`src/rtl/alu_vec_pkg.sv`:
```
// Shared types and constants for the ALU vector runner: FSM states, op codes,
// flag bit positions and the packed table entry.
package alu_vec_pkg;

  localparam int unsigned VEC_DATA_W = 32;

  localparam logic [2:0] OP_ADD = 3'b000;
  localparam logic [2:0] OP_SUB = 3'b001;
  localparam logic [2:0] OP_MUL = 3'b010;
  localparam logic [2:0] OP_DIV = 3'b011;

  localparam int unsigned FLG_INEXACT     = 0;
  localparam int unsigned FLG_UNDERFLOW   = 1;
  localparam int unsigned FLG_OVERFLOW    = 2;
  localparam int unsigned FLG_DIV_BY_ZERO = 3;
  localparam int unsigned FLG_INVALID     = 4;

  typedef enum logic [2:0] {
    ST_IDLE,
    ST_ISSUE,
    ST_WAIT_VALID,
    ST_CHECK,
    ST_WAIT_CLEAR,
    ST_DONE
  } state_e;

  // Data fields are stored at the widest supported width; narrower DATA_W
  // builds zero-extend on write and truncate on read.
  typedef struct packed {
    logic [VEC_DATA_W-1:0] op_a;
    logic [VEC_DATA_W-1:0] op_b;
    logic [2:0]            op_code;
    logic                  mode_fp;
    logic                  round_mode;
    logic [VEC_DATA_W-1:0] exp_result;
    logic [4:0]            exp_flags;
  } vec_entry_t;

endpackage

```
`src/rtl/alu_vector_runner_if.sv`:
```
// ALU drive/response bundle between the vector runner (master) and the ALU (slave).
interface alu_vector_runner_if #(
  parameter int unsigned DATA_W = 32
);
  logic [DATA_W-1:0] op_a;
  logic [DATA_W-1:0] op_b;
  logic [2:0]        op_code;
  logic              mode_fp;
  logic              round_mode;
  logic              start;
  logic [DATA_W-1:0] result;
  logic              valid_out;
  logic [4:0]        flags;

  modport master (
    output op_a, op_b, op_code, mode_fp, round_mode, start,
    input  result, valid_out, flags
  );

  modport slave (
    input  op_a, op_b, op_code, mode_fp, round_mode, start,
    output result, valid_out, flags
  );
endinterface

```
`src/rtl/alu_vector_runner_table.sv`:
```
// Vector table for the runner: one synchronous write port, one combinational read port.
module alu_vec_table
  import alu_vec_pkg::*;
#(
  parameter int unsigned NUM_VEC = 16,
  parameter int unsigned IDX_W   = $clog2(NUM_VEC)
) (
  input  logic             clk,
  input  logic             we,
  input  logic [IDX_W-1:0] wr_addr,
  input  vec_entry_t       wr_data,
  input  logic [IDX_W-1:0] rd_addr,
  output vec_entry_t       rd_data
);

  vec_entry_t mem [NUM_VEC];

  // No reset: table contents survive rst so a run can be repeated.
  always_ff @(posedge clk) begin
    if (we) begin
      mem[wr_addr] <= wr_data;
    end
  end

  assign rd_data = mem[rd_addr];

endmodule

```
`src/rtl/alu_vector_runner.sv`:
```
// Vector sequencer/checker driving the IEEE-754 alu through its start/valid_out handshake.
// Optional first-failure response log enabled by defining ALU_VEC_FAILLOG_EN.
//
// state         | meaning
// IDLE          | accepts table writes and run
// ISSUE         | registers entry fields onto the ALU bus, raises start
// WAIT_VALID    | start held until valid_out, response captured
// CHECK         | start low, response compared, counters updated
// WAIT_CLEAR    | waits for valid_out low, then advances or finishes
// DONE          | one cycle; done rises, then back to IDLE
module alu_vector_runner
  import alu_vec_pkg::*;
#(
  parameter int unsigned DATA_W      = 32,
  parameter int unsigned NUM_VEC     = 16,
  parameter int unsigned TIMEOUT_CYC = 64,
  parameter int unsigned IDX_W       = $clog2(NUM_VEC),
  parameter int unsigned CNT_W       = $clog2(NUM_VEC + 1)
) (
  input  logic                clk,
  input  logic                rst,
  input  logic                vec_we,
  input  logic [IDX_W-1:0]    vec_addr,
  input  logic [DATA_W-1:0]   vec_op_a,
  input  logic [DATA_W-1:0]   vec_op_b,
  input  logic [2:0]          vec_op_code,
  input  logic                vec_mode_fp,
  input  logic                vec_round_mode,
  input  logic [DATA_W-1:0]   vec_exp_result,
  input  logic [4:0]          vec_exp_flags,
  input  logic                run,
  input  logic [CNT_W-1:0]    num_vec,
  alu_vector_runner_if.master alu,
  output logic                busy,
  output logic                done,
  output logic                timeout,
  output logic [CNT_W-1:0]    pass_cnt,
  output logic [CNT_W-1:0]    fail_cnt,
  output logic [IDX_W-1:0]    first_fail_idx,
  output logic                any_fail,
  output logic [DATA_W-1:0]   fail_result,
  output logic [4:0]          fail_flags
);

  localparam int unsigned      TMR_W     = $clog2(TIMEOUT_CYC + 1);
  localparam logic [TMR_W-1:0] TMR_LOAD  = TMR_W'(TIMEOUT_CYC - 1);
  localparam logic [CNT_W-1:0] NUM_VEC_C = CNT_W'(NUM_VEC);
  localparam logic [CNT_W-1:0] CNT_MAX   = '1;

  state_e            state_q, state_d;
  logic [CNT_W-1:0]  vec_i_q;
  logic [CNT_W-1:0]  run_len_q;
  logic [TMR_W-1:0]  tmr_q;
  logic [DATA_W-1:0] cap_result_q;
  logic [4:0]        cap_flags_q;

  vec_entry_t wr_entry, rd_entry;
  logic       tbl_we;
  logic       accept_run, tmo_hit, tmr_load, tmr_dec;
  logic       is_last, res_match, flg_match, pass_ev, fail_ev;

  always_comb begin
    wr_entry            = '0;
    wr_entry.op_a       = VEC_DATA_W'(vec_op_a);
    wr_entry.op_b       = VEC_DATA_W'(vec_op_b);
    wr_entry.op_code    = vec_op_code;
    wr_entry.mode_fp    = vec_mode_fp;
    wr_entry.round_mode = vec_round_mode;
    wr_entry.exp_result = VEC_DATA_W'(vec_exp_result);
    wr_entry.exp_flags  = vec_exp_flags;
  end

  assign tbl_we = vec_we && !busy;

  alu_vec_table #(
    .NUM_VEC (NUM_VEC),
    .IDX_W   (IDX_W)
  ) u_table (
    .clk     (clk),
    .we      (tbl_we),
    .wr_addr (vec_addr),
    .wr_data (wr_entry),
    .rd_addr (vec_i_q[IDX_W-1:0]),
    .rd_data (rd_entry)
  );

  // Half-precision entries only own the low 16 result bits.
  assign res_match = rd_entry.mode_fp ? (cap_result_q == DATA_W'(rd_entry.exp_result))
                                      : (cap_result_q[15:0] == rd_entry.exp_result[15:0]);
  assign flg_match = (cap_flags_q == rd_entry.exp_flags);
  assign is_last   = ((vec_i_q + CNT_W'(1)) == run_len_q);

  always_comb begin
    state_d    = state_q;
    accept_run = 1'b0;
    tmo_hit    = 1'b0;
    tmr_load   = 1'b0;
    tmr_dec    = 1'b0;
    pass_ev    = 1'b0;
    fail_ev    = 1'b0;
    case (state_q)
      ST_IDLE: begin
        if (run) begin
          accept_run = 1'b1;
          state_d    = (num_vec == '0) ? ST_DONE : ST_ISSUE;
        end
      end
      ST_ISSUE: begin
        tmr_load = 1'b1;
        state_d  = ST_WAIT_VALID;
      end
      ST_WAIT_VALID: begin
        if (alu.valid_out) begin
          state_d = ST_CHECK;
        end else if (tmr_q == '0) begin
          tmo_hit = 1'b1;
          fail_ev = 1'b1;
          state_d = ST_DONE;
        end else begin
          tmr_dec = 1'b1;
        end
      end
      ST_CHECK: begin
        tmr_load = 1'b1;
        pass_ev  = res_match && flg_match;
        fail_ev  = !(res_match && flg_match);
        state_d  = ST_WAIT_CLEAR;
      end
      ST_WAIT_CLEAR: begin
        if (!alu.valid_out) begin
          state_d = is_last ? ST_DONE : ST_ISSUE;
        end else if (tmr_q == '0) begin
          tmo_hit = 1'b1;
          fail_ev = 1'b1;
          state_d = ST_DONE;
        end else begin
          tmr_dec = 1'b1;
        end
      end
      ST_DONE:  state_d = ST_IDLE;
      default:  state_d = ST_IDLE;
    endcase
  end

  always_ff @(posedge clk) begin
    if (rst) begin
      state_q        <= ST_IDLE;
      vec_i_q        <= '0;
      run_len_q      <= '0;
      tmr_q          <= '0;
      cap_result_q   <= '0;
      cap_flags_q    <= '0;
      alu.op_a       <= '0;
      alu.op_b       <= '0;
      alu.op_code    <= '0;
      alu.mode_fp    <= 1'b0;
      alu.round_mode <= 1'b0;
      alu.start      <= 1'b0;
      busy           <= 1'b0;
      done           <= 1'b0;
      timeout        <= 1'b0;
      pass_cnt       <= '0;
      fail_cnt       <= '0;
      first_fail_idx <= '0;
      any_fail       <= 1'b0;
    end else begin
      state_q <= state_d;
      busy    <= (state_d != ST_IDLE) && (state_d != ST_DONE);

      if (accept_run) begin
        vec_i_q        <= '0;
        run_len_q      <= (num_vec > NUM_VEC_C) ? NUM_VEC_C : num_vec;
        done           <= 1'b0;
        timeout        <= 1'b0;
        pass_cnt       <= '0;
        fail_cnt       <= '0;
        first_fail_idx <= '0;
        any_fail       <= 1'b0;
      end

      if (state_q == ST_DONE) begin
        done <= 1'b1;
      end

      if (state_q == ST_ISSUE) begin
        alu.op_a       <= DATA_W'(rd_entry.op_a);
        alu.op_b       <= DATA_W'(rd_entry.op_b);
        alu.op_code    <= rd_entry.op_code;
        alu.mode_fp    <= rd_entry.mode_fp;
        alu.round_mode <= rd_entry.round_mode;
        alu.start      <= 1'b1;
      end

      if (state_q == ST_WAIT_VALID && alu.valid_out) begin
        cap_result_q <= alu.result;
        cap_flags_q  <= alu.flags;
      end

      if (state_q == ST_WAIT_VALID && (alu.valid_out || tmo_hit)) begin
        alu.start <= 1'b0;
      end

      if (tmr_load) begin
        tmr_q <= TMR_LOAD;
      end else if (tmr_dec) begin
        tmr_q <= tmr_q - TMR_W'(1);
      end

      if (state_q == ST_WAIT_CLEAR && !alu.valid_out) begin
        vec_i_q <= vec_i_q + CNT_W'(1);
      end

      if (tmo_hit) begin
        timeout <= 1'b1;
      end

      if (pass_ev && pass_cnt != CNT_MAX) begin
        pass_cnt <= pass_cnt + CNT_W'(1);
      end

      if (fail_ev) begin
        if (fail_cnt != CNT_MAX) begin
          fail_cnt <= fail_cnt + CNT_W'(1);
        end
        if (!any_fail) begin
          any_fail       <= 1'b1;
          first_fail_idx <= vec_i_q[IDX_W-1:0];
        end
      end
    end
  end

`ifdef ALU_VEC_FAILLOG_EN
  logic [DATA_W-1:0] flog_result_q;
  logic [4:0]        flog_flags_q;
  logic              log_ev;

  // Only a compare mismatch has a response worth logging; a timeout has none.
  assign log_ev = (state_q == ST_CHECK) && !(res_match && flg_match) && !any_fail;

  always_ff @(posedge clk) begin
    if (rst || accept_run) begin
      flog_result_q <= '0;
      flog_flags_q  <= '0;
    end else if (log_ev) begin
      flog_result_q <= cap_result_q;
      flog_flags_q  <= cap_flags_q;
    end
  end

  assign fail_result = flog_result_q;
  assign fail_flags  = flog_flags_q;
`else
  assign fail_result = '0;
  assign fail_flags  = '0;
`endif

endmodule

```
`src/flat_wrapper.sv`:
```
// flat-port wrapper written by rule: the top's interface ports become plain ports
module alu_vector_runner_flat import alu_vec_pkg::*;
#(
  parameter int unsigned DATA_W      = 32,
  parameter int unsigned NUM_VEC     = 16,
  parameter int unsigned TIMEOUT_CYC = 64,
  parameter int unsigned IDX_W       = $clog2(NUM_VEC),
  parameter int unsigned CNT_W       = $clog2(NUM_VEC + 1)
)
  (clk, rst, vec_we, vec_addr, vec_op_a, vec_op_b, vec_op_code, vec_mode_fp, vec_round_mode, vec_exp_result, vec_exp_flags, run, num_vec, busy, done, timeout, pass_cnt, fail_cnt, first_fail_idx, any_fail, fail_result, fail_flags, alu_op_a, alu_op_b, alu_op_code, alu_mode_fp, alu_round_mode, alu_start, alu_result, alu_valid_out, alu_flags);
  alu_vector_runner_if #(.DATA_W(DATA_W)) alu_i ();
  input  logic clk;
  input  logic rst;
  input  logic vec_we;
  input  logic [IDX_W-1:0] vec_addr;
  input  logic [DATA_W-1:0] vec_op_a;
  input  logic [DATA_W-1:0] vec_op_b;
  input  logic [2:0] vec_op_code;
  input  logic vec_mode_fp;
  input  logic vec_round_mode;
  input  logic [DATA_W-1:0] vec_exp_result;
  input  logic [4:0] vec_exp_flags;
  input  logic run;
  input  logic [CNT_W-1:0] num_vec;
  output logic busy;
  output logic done;
  output logic timeout;
  output logic [CNT_W-1:0] pass_cnt;
  output logic [CNT_W-1:0] fail_cnt;
  output logic [IDX_W-1:0] first_fail_idx;
  output logic any_fail;
  output logic [DATA_W-1:0] fail_result;
  output logic [4:0] fail_flags;
  output wire logic [$bits(alu_i.op_a)-1:0] alu_op_a;
  output wire logic [$bits(alu_i.op_b)-1:0] alu_op_b;
  output wire logic [$bits(alu_i.op_code)-1:0] alu_op_code;
  output wire logic [$bits(alu_i.mode_fp)-1:0] alu_mode_fp;
  output wire logic [$bits(alu_i.round_mode)-1:0] alu_round_mode;
  output wire logic [$bits(alu_i.start)-1:0] alu_start;
  input wire logic [$bits(alu_i.result)-1:0] alu_result;
  input wire logic [$bits(alu_i.valid_out)-1:0] alu_valid_out;
  input wire logic [$bits(alu_i.flags)-1:0] alu_flags;
  assign alu_op_a = alu_i.op_a;
  assign alu_op_b = alu_i.op_b;
  assign alu_op_code = alu_i.op_code;
  assign alu_mode_fp = alu_i.mode_fp;
  assign alu_round_mode = alu_i.round_mode;
  assign alu_start = alu_i.start;
  assign alu_i.result = alu_result;
  assign alu_i.valid_out = alu_valid_out;
  assign alu_i.flags = alu_flags;
  alu_vector_runner #(.DATA_W(DATA_W), .NUM_VEC(NUM_VEC), .TIMEOUT_CYC(TIMEOUT_CYC), .IDX_W(IDX_W), .CNT_W(CNT_W)) u_core (.clk(clk), .rst(rst), .vec_we(vec_we), .vec_addr(vec_addr), .vec_op_a(vec_op_a), .vec_op_b(vec_op_b), .vec_op_code(vec_op_code), .vec_mode_fp(vec_mode_fp), .vec_round_mode(vec_round_mode), .vec_exp_result(vec_exp_result), .vec_exp_flags(vec_exp_flags), .run(run), .num_vec(num_vec), .alu(alu_i), .busy(busy), .done(done), .timeout(timeout), .pass_cnt(pass_cnt), .fail_cnt(fail_cnt), .first_fail_idx(first_fail_idx), .any_fail(any_fail), .fail_result(fail_result), .fail_flags(fail_flags));
endmodule
```
`config.mk`:
```
export PLATFORM = sky130hd
export DESIGN_NAME = alu_vector_runner_flat
export DESIGN_NICKNAME = d
export VERILOG_FILES = /design/src/rtl/alu_vec_pkg.sv /design/src/rtl/alu_vector_runner_if.sv /design/src/rtl/alu_vector_runner_table.sv /design/src/rtl/alu_vector_runner.sv /design/src/flat_wrapper.sv
export SDC_FILE = /design/constraint.sdc
export NUM_CORES = 2
export LEC_CHECK = 0
export ABC_AREA = 1
export CORE_MARGIN = 1
export CORE_UTILIZATION = 45
export DETAILED_ROUTE_END_ITERATION = 8
export PLACE_DENSITY_LB_ADDON = 0.3
export SYNTH_ARGS = -nofsm -noshare
export SYNTH_HDL_FRONTEND = slang
export SYNTH_SLANG_ARGS = --single-unit
export TNS_END_PERCENT = 50
```
`constraint.sdc`:
```
create_clock -name clk -period 8.3 [get_ports clk]
set_input_delay 0.83 -clock clk [delete_from_list [all_inputs] [get_ports clk]]
set_output_delay 0.83 -clock clk [all_outputs]
set_load 0.01 [all_outputs]
```
Word-level counts from Yosys, hierarchy flattened
Memories as Yosys holds them, arrays and structs flattened. A register that Yosys moved wholly into a read port is not among the register bits.
Index checks and enable logic that the tools add are counted.
{"block": "op_classes", "n_addsub": 4, "n_lt_le_gt_ge": 1, "n_eq_ne": 12, "n_mux": 43, "reduce_logical": 23}
{"cell": "$mux W5", "count": 7}
{"cell": "$eq A32 B32 Y1", "count": 1}
{"cell": "$mux W4", "count": 5}
{"cell": "$mux W1", "count": 19}
{"cell": "$mux W3", "count": 6}
{"cell": "$eq A16 B16 Y1", "count": 1}
{"cell": "$add A5 B1 Y5 const B", "count": 3}
{"cell": "$pmux W3 S5", "count": 1}
{"cell": "$mux W6", "count": 2}
{"cell": "$eq A5 B5 Y1", "count": 2}
{"cell": "$ne A5 B5 Y1 const B", "count": 2}
{"cell": "$reduce_bool A2 Y1", "count": 5}
{"cell": "$logic_and A1 B1 Y1", "count": 7}
{"cell": "$logic_not A7 Y1", "count": 1}
{"cell": "$sub A7 B1 Y7 const B", "count": 1}
{"cell": "$eq A3 B2 Y1 const B", "count": 2}
{"cell": "$eq A3 B3 Y1 const B", "count": 2}
{"cell": "$reduce_or A2 Y1", "count": 3}
{"cell": "$gt A5 B5 Y1 const B", "count": 1}
{"cell": "$logic_not A5 Y1", "count": 1}
{"cell": "$pmux W1 S2", "count": 2}
{"cell": "$eq A3 B1 Y1 const B", "count": 1}
{"cell": "$logic_not A1 Y1", "count": 3}
{"cell": "$logic_not A3 Y1", "count": 1}
{"cell": "4 further kinds", "count": 4}
{"block": "word_totals", "reg_bits": 145, "ram_bits": 1696, "input_bits": 157, "output_inout_bits": 125, "wordCells": 104, "mem_count": 1}
{"name": "u_core.u_table.mem", "depth": 16, "width": 106, "read_ports": 1, "rd_ports_with_merged_regs": 1, "wr": 1, "line": "alu_vector_runner_table.sv:16", "text": "vec_entry_t mem [NUM_VEC];"}

Longest topological paths before layout
{"block": "depth", "word_depth": 7, "mapped_depth": 22, "mapped_depth_nobuf": 19}

Cells and area by module
From an unflattened synthesis, not the netlist that was laid out.
{"block": "hier_totals", "hier_cells": 7786, "hier_area_um2": 78756.8}
{"module": "alu_vec_table", "n_inst": 1, "cells_each": 6848, "area_per_inst_um2": 72178.0, "seq_area_each_um2": 50928.8}
{"module": "alu_vector_runner", "n_inst": 1, "cells_each": 938, "area_per_inst_um2": 6578.8, "seq_area_each_um2": 2902.8}

Worst setup path after synthesis
Ideal clock, no wire load.
{"block": "synth_path", "path_kind": "input-to-reg", "startpoint": "input vec_we", "endpoint": "memory u_core.u_table.mem[10][0] (netlist name) (enable)", "setup_time_ns": 0.701, "t_arrival_ns": 8.372, "t_required_ns": 7.599, "setup_slack_ns": -0.773, "path_stages": 4, "path_buffers": 0, "cell_sequence": "inv_1 -> nor2_1 -> inv_1 -> nor3_1"}
{"block": "synth_via", "elab_chain_len": 3}
{"item": "start: declaration", "line": "flat_wrapper.sv:14", "text": "input logic vec_we;"}
{"item": "$logic_and A1 B1 Y1", "line": "alu_vector_runner.sv:73", "text": "assign tbl_we = vec_we && !busy;"}
{"item": "$mux W1", "line": "alu_vector_runner_table.sv:20", "text": "if (we) begin"}
{"item": "$mux W1 (not written as such)", "line": "alu_vector_runner_table.sv:21", "text": "mem[wr_addr] <= wr_data;"}
{"item": "end: declaration", "line": "alu_vector_runner_table.sv:16"}
No other way between the ends.

==> impl_results.md <==
- Fmax: between 200 and 250 MHz
- First-pass GRT wire length: roughly 290000 um
- TritonCTS Buffers: between 150 and 200
- Ratio of cells with drive above 1 in the final layout: 0.05649
- DR pass1 iterations: 8
- Nets@finish: between 6000 and 7000
- DR iter-0 viols: 4941
- Port bufs: ~240
- Rows: 148
- Worst-path maximum fanout: around 90
- Main synth FF type: edfxtp_1
- Clock Sinks: 1845
- Type of destination of the critical path: register
- CP max stage delay: 0.94 ns
- Vias in the first global route: 46060
- Post-CTS Setup Bufs: 0
- PostCTS Resize Cnt: 0
- Leakage: roughly 0.029 uW
- Min-delay src: u_core.tmr_q[6]
- GR Util met1: 0.3176
- Crit path max-delay cell type: buf_4
- Post-synth EDFFs: 1696
- Post-route design area: 83630 um2
- Delay-heaviest family, CP: buffers and inverters
- CP most frequent cell: nand2_1
- Wire per inst: around 23 um
- Worst-Margin Slew: 1.433 ns
- CTS Buffer Depth: 3
- Commonest cells after routing, fill and taps aside: edfxtp_1, nor2_1, o21ai_0, nand2_1, o22ai_1
- Grt met3 use: 0.04474
- Fin crit share: 0.5688
- RSZ-0062 raised after global routing: no
- Synthesized flop and latch total: roughly 1800
- Final setup fails: 0
- Syn Inst Count: between 6000 and 7000
- GR Layer Usage met2: 0.3894
- Crit path DAT: around 5.4 ns
- Area Overhead vs Synth: 13.55%
- Cell Area, Synth: approximately 74000 um2
- Clk slew on worst S/H paths: roughly 0.06 ns
- DP Area: between 70000 and 80000 um2
- Final hold vios: 0
- Synth warn: 0
- Global Route Usage Sum: 0.2364
- CTS tree: yes
- PwrDens: roughly 250 nW/um2
- Drt via density: between 5 and 6
- Setup total negative slack: 0 ns
- Yosys cell types: 39
- Setup Skew: 0.04901 ns
- Place WS: around 3.6 ns
- Total wire length: just under 200000 um
- CP required: around 9.0 ns
- GRT busiest layer: met2
- Initial Utilization: 0.4530
- Fin worst setup slack: around 3.6 ns
- Routability cong.: slightly below 0.8
- Fillers: 13880
- Fraction of registers with async set/reset: 0
- Min cycle time layout: between 4 and 5 ns
- CTS H-tree depth: 4
- Slew Viols, Final: 0
- Initial antenna violation count: 36
- Critical path class: register to register
- Clk_lat worst skew: just over 0.8 ns
- Crit start category: register
- Sequential fraction of the synthesis area: 0.7320
- Max_slew headroom: 0.04497
- Worst-path cell chain: buf_4, buf_4, o21ai_0, o211ai_1, nand3_1, nand2_1, nand2_1, nand2_1, nand2_1, nor2_1, nand2_1, nor2_4, nand3_2, nand2_1, nand2_1, nand2_1, nor2_1
- Buf/Inv on CP: 2
- Die width: 406.6 um
- Synthesized area per cell: between 10 and 15 um2
- Root Buffer: clkbuf_16
- Largest net degree at the start of global routing: approximately 270
- ANT nets after route: 0
- Area of the die: 165300 um2
- Worst IR Drop VDD: roughly 220 uV
- Design Power: between 20000 and 25000 uW
- GRT overflow: 0
- Commonest non-fill, non-tap cell in the layout: edfxtp_1
- DR vias: slightly below 50000
- Hold-fix buffers, CTS: 0
- Drt drc: 0
- Core Area: between 150000 and 200000 um2
- HP Class: register to register
- DPL Wire Length: between 90000 and 100000 um
- Status: finished clean
- IO Count: 282
- Max_cap viols: 0
- Height of the die: about 410 um
[report_power, final]
group,internal (uW),switching [uW],total (uW)
clock,4710,3530,8240
combinational,685,1260,1950
sequential,10500,201,10700
[registers in the layout (all words and copies together), names as in the netlist, 3 cells and up, named ones only]
signal / count
u_core.u_table.mem: 1696
u_core.alu.op_a: 32
u_core.alu.op_b: 32
u_core.cap_result_q: 32
u_core.tmr_q: 7
u_core.cap_flags_q: 5
u_core.fail_cnt: 5
u_core.pass_cnt: 5
u_core.run_len_q: 5
u_core.vec_i_q: 5
u_core.first_fail_idx: 4
u_core.alu.op_code: 3
u_core.state_q: 3
[kinds of logic (layout without fill, tap and decap cells)]
| logic type | Yosys count | in the layout | share of synthesized area |
|---|---|---|---|
| adder cells (fa/ha/maj) | 6 | 6 | 0.001019 |
| AO/OA/AOI/OAI | 1433 | 1433 | 0.1084 |
| buffers and inverters | 741 | 958 | 0.04514 |
| AND/OR/NAND/NOR | 2064 | 2064 | 0.1120 |
| other | 1 | 48 | 0.00005092 |
| XOR/XNOR | 12 | 12 | 0.001427 |
| flip-flops | 1845 | 1845 | 0.7320 |
[cells in the mapped netlist (7+ instances only)]
master / count / area share
edfxtp_1: 1696 / 0.69
nor2_1: 936 / 0.048
o21ai_0: 869 / 0.059
nand2_1: 772 / 0.039
o22ai_1: 323 / 0.027
nand3_1: 319 / 0.022
inv_1: 307 / 0.016
clkbuf_1: 253 / 0.013
dfxtp_1: 149 / 0.041
a21oi_1: 74 / 0.0050
buf_4: 71 / 0.0072
buf_2: 69 / 0.0047
o21bai_1: 69 / 0.0070
o211ai_1: 54 / 0.0055
buf_6: 25 / 0.0038
o32ai_1: 17 / 0.0020
o21ai_1: 16 / 0.0011
buf_1: 10 / 0.00051
nor3_1: 10 / 0.00068
nand3b_1: 8 / 0.00082
xor2_1: 7 / 0.00083
[tightest hold or removal path: stages (launching register included)]
cell and delay (ns):
dfxtp_1 0.31, inv_1 0.06, nor4_1 0.05
[worst paths after layout]
check                                          end  slack (ns)  cells past startpoint
worst max register to register  u_core.fail_cnt[3]        3.58                     17
worst min-delay path               u_core.tmr_q[6]        0.46                      2
worst max-delay path            u_core.fail_cnt[3]        3.58                     17
worst min register to register     u_core.tmr_q[6]        0.46                      2
[per-layer routing]
metal  wire, um  vias up
li1           -    21950
met3      15020      340
met2      94810     1838
met1      82490    23920
met5        255        -
met4       5307       42
[through the flow]
step / instances / util / hold slack [ns]
finish: 8541 / 0.5143 / 0.4645
global route: 8533 / 0.5142 / 0.4916
CTS: 8530 / 0.5142 / 0.4626
detailed placement: 8185 / 0.4772 / 0.4532
global placement: 8185 / 0.4772 / 0.4461
floorplan: 6138 / - / 0.4384
[layout make-up]
cell class,count,area [um2],area share
antenna,11,27.53,0.0003292
clock inverter,112,1042,0.01246
multi-input combinational,3552,16660,0.1992
inverter,313,1214,0.01451
timing repair buffer,300,3075,0.03678
sequential,1845,53930,0.6449
clock buffer,233,4962,0.05934
tap,2175,2721,0.03254
Note: power is estimated with default switching activity, not from simulation.
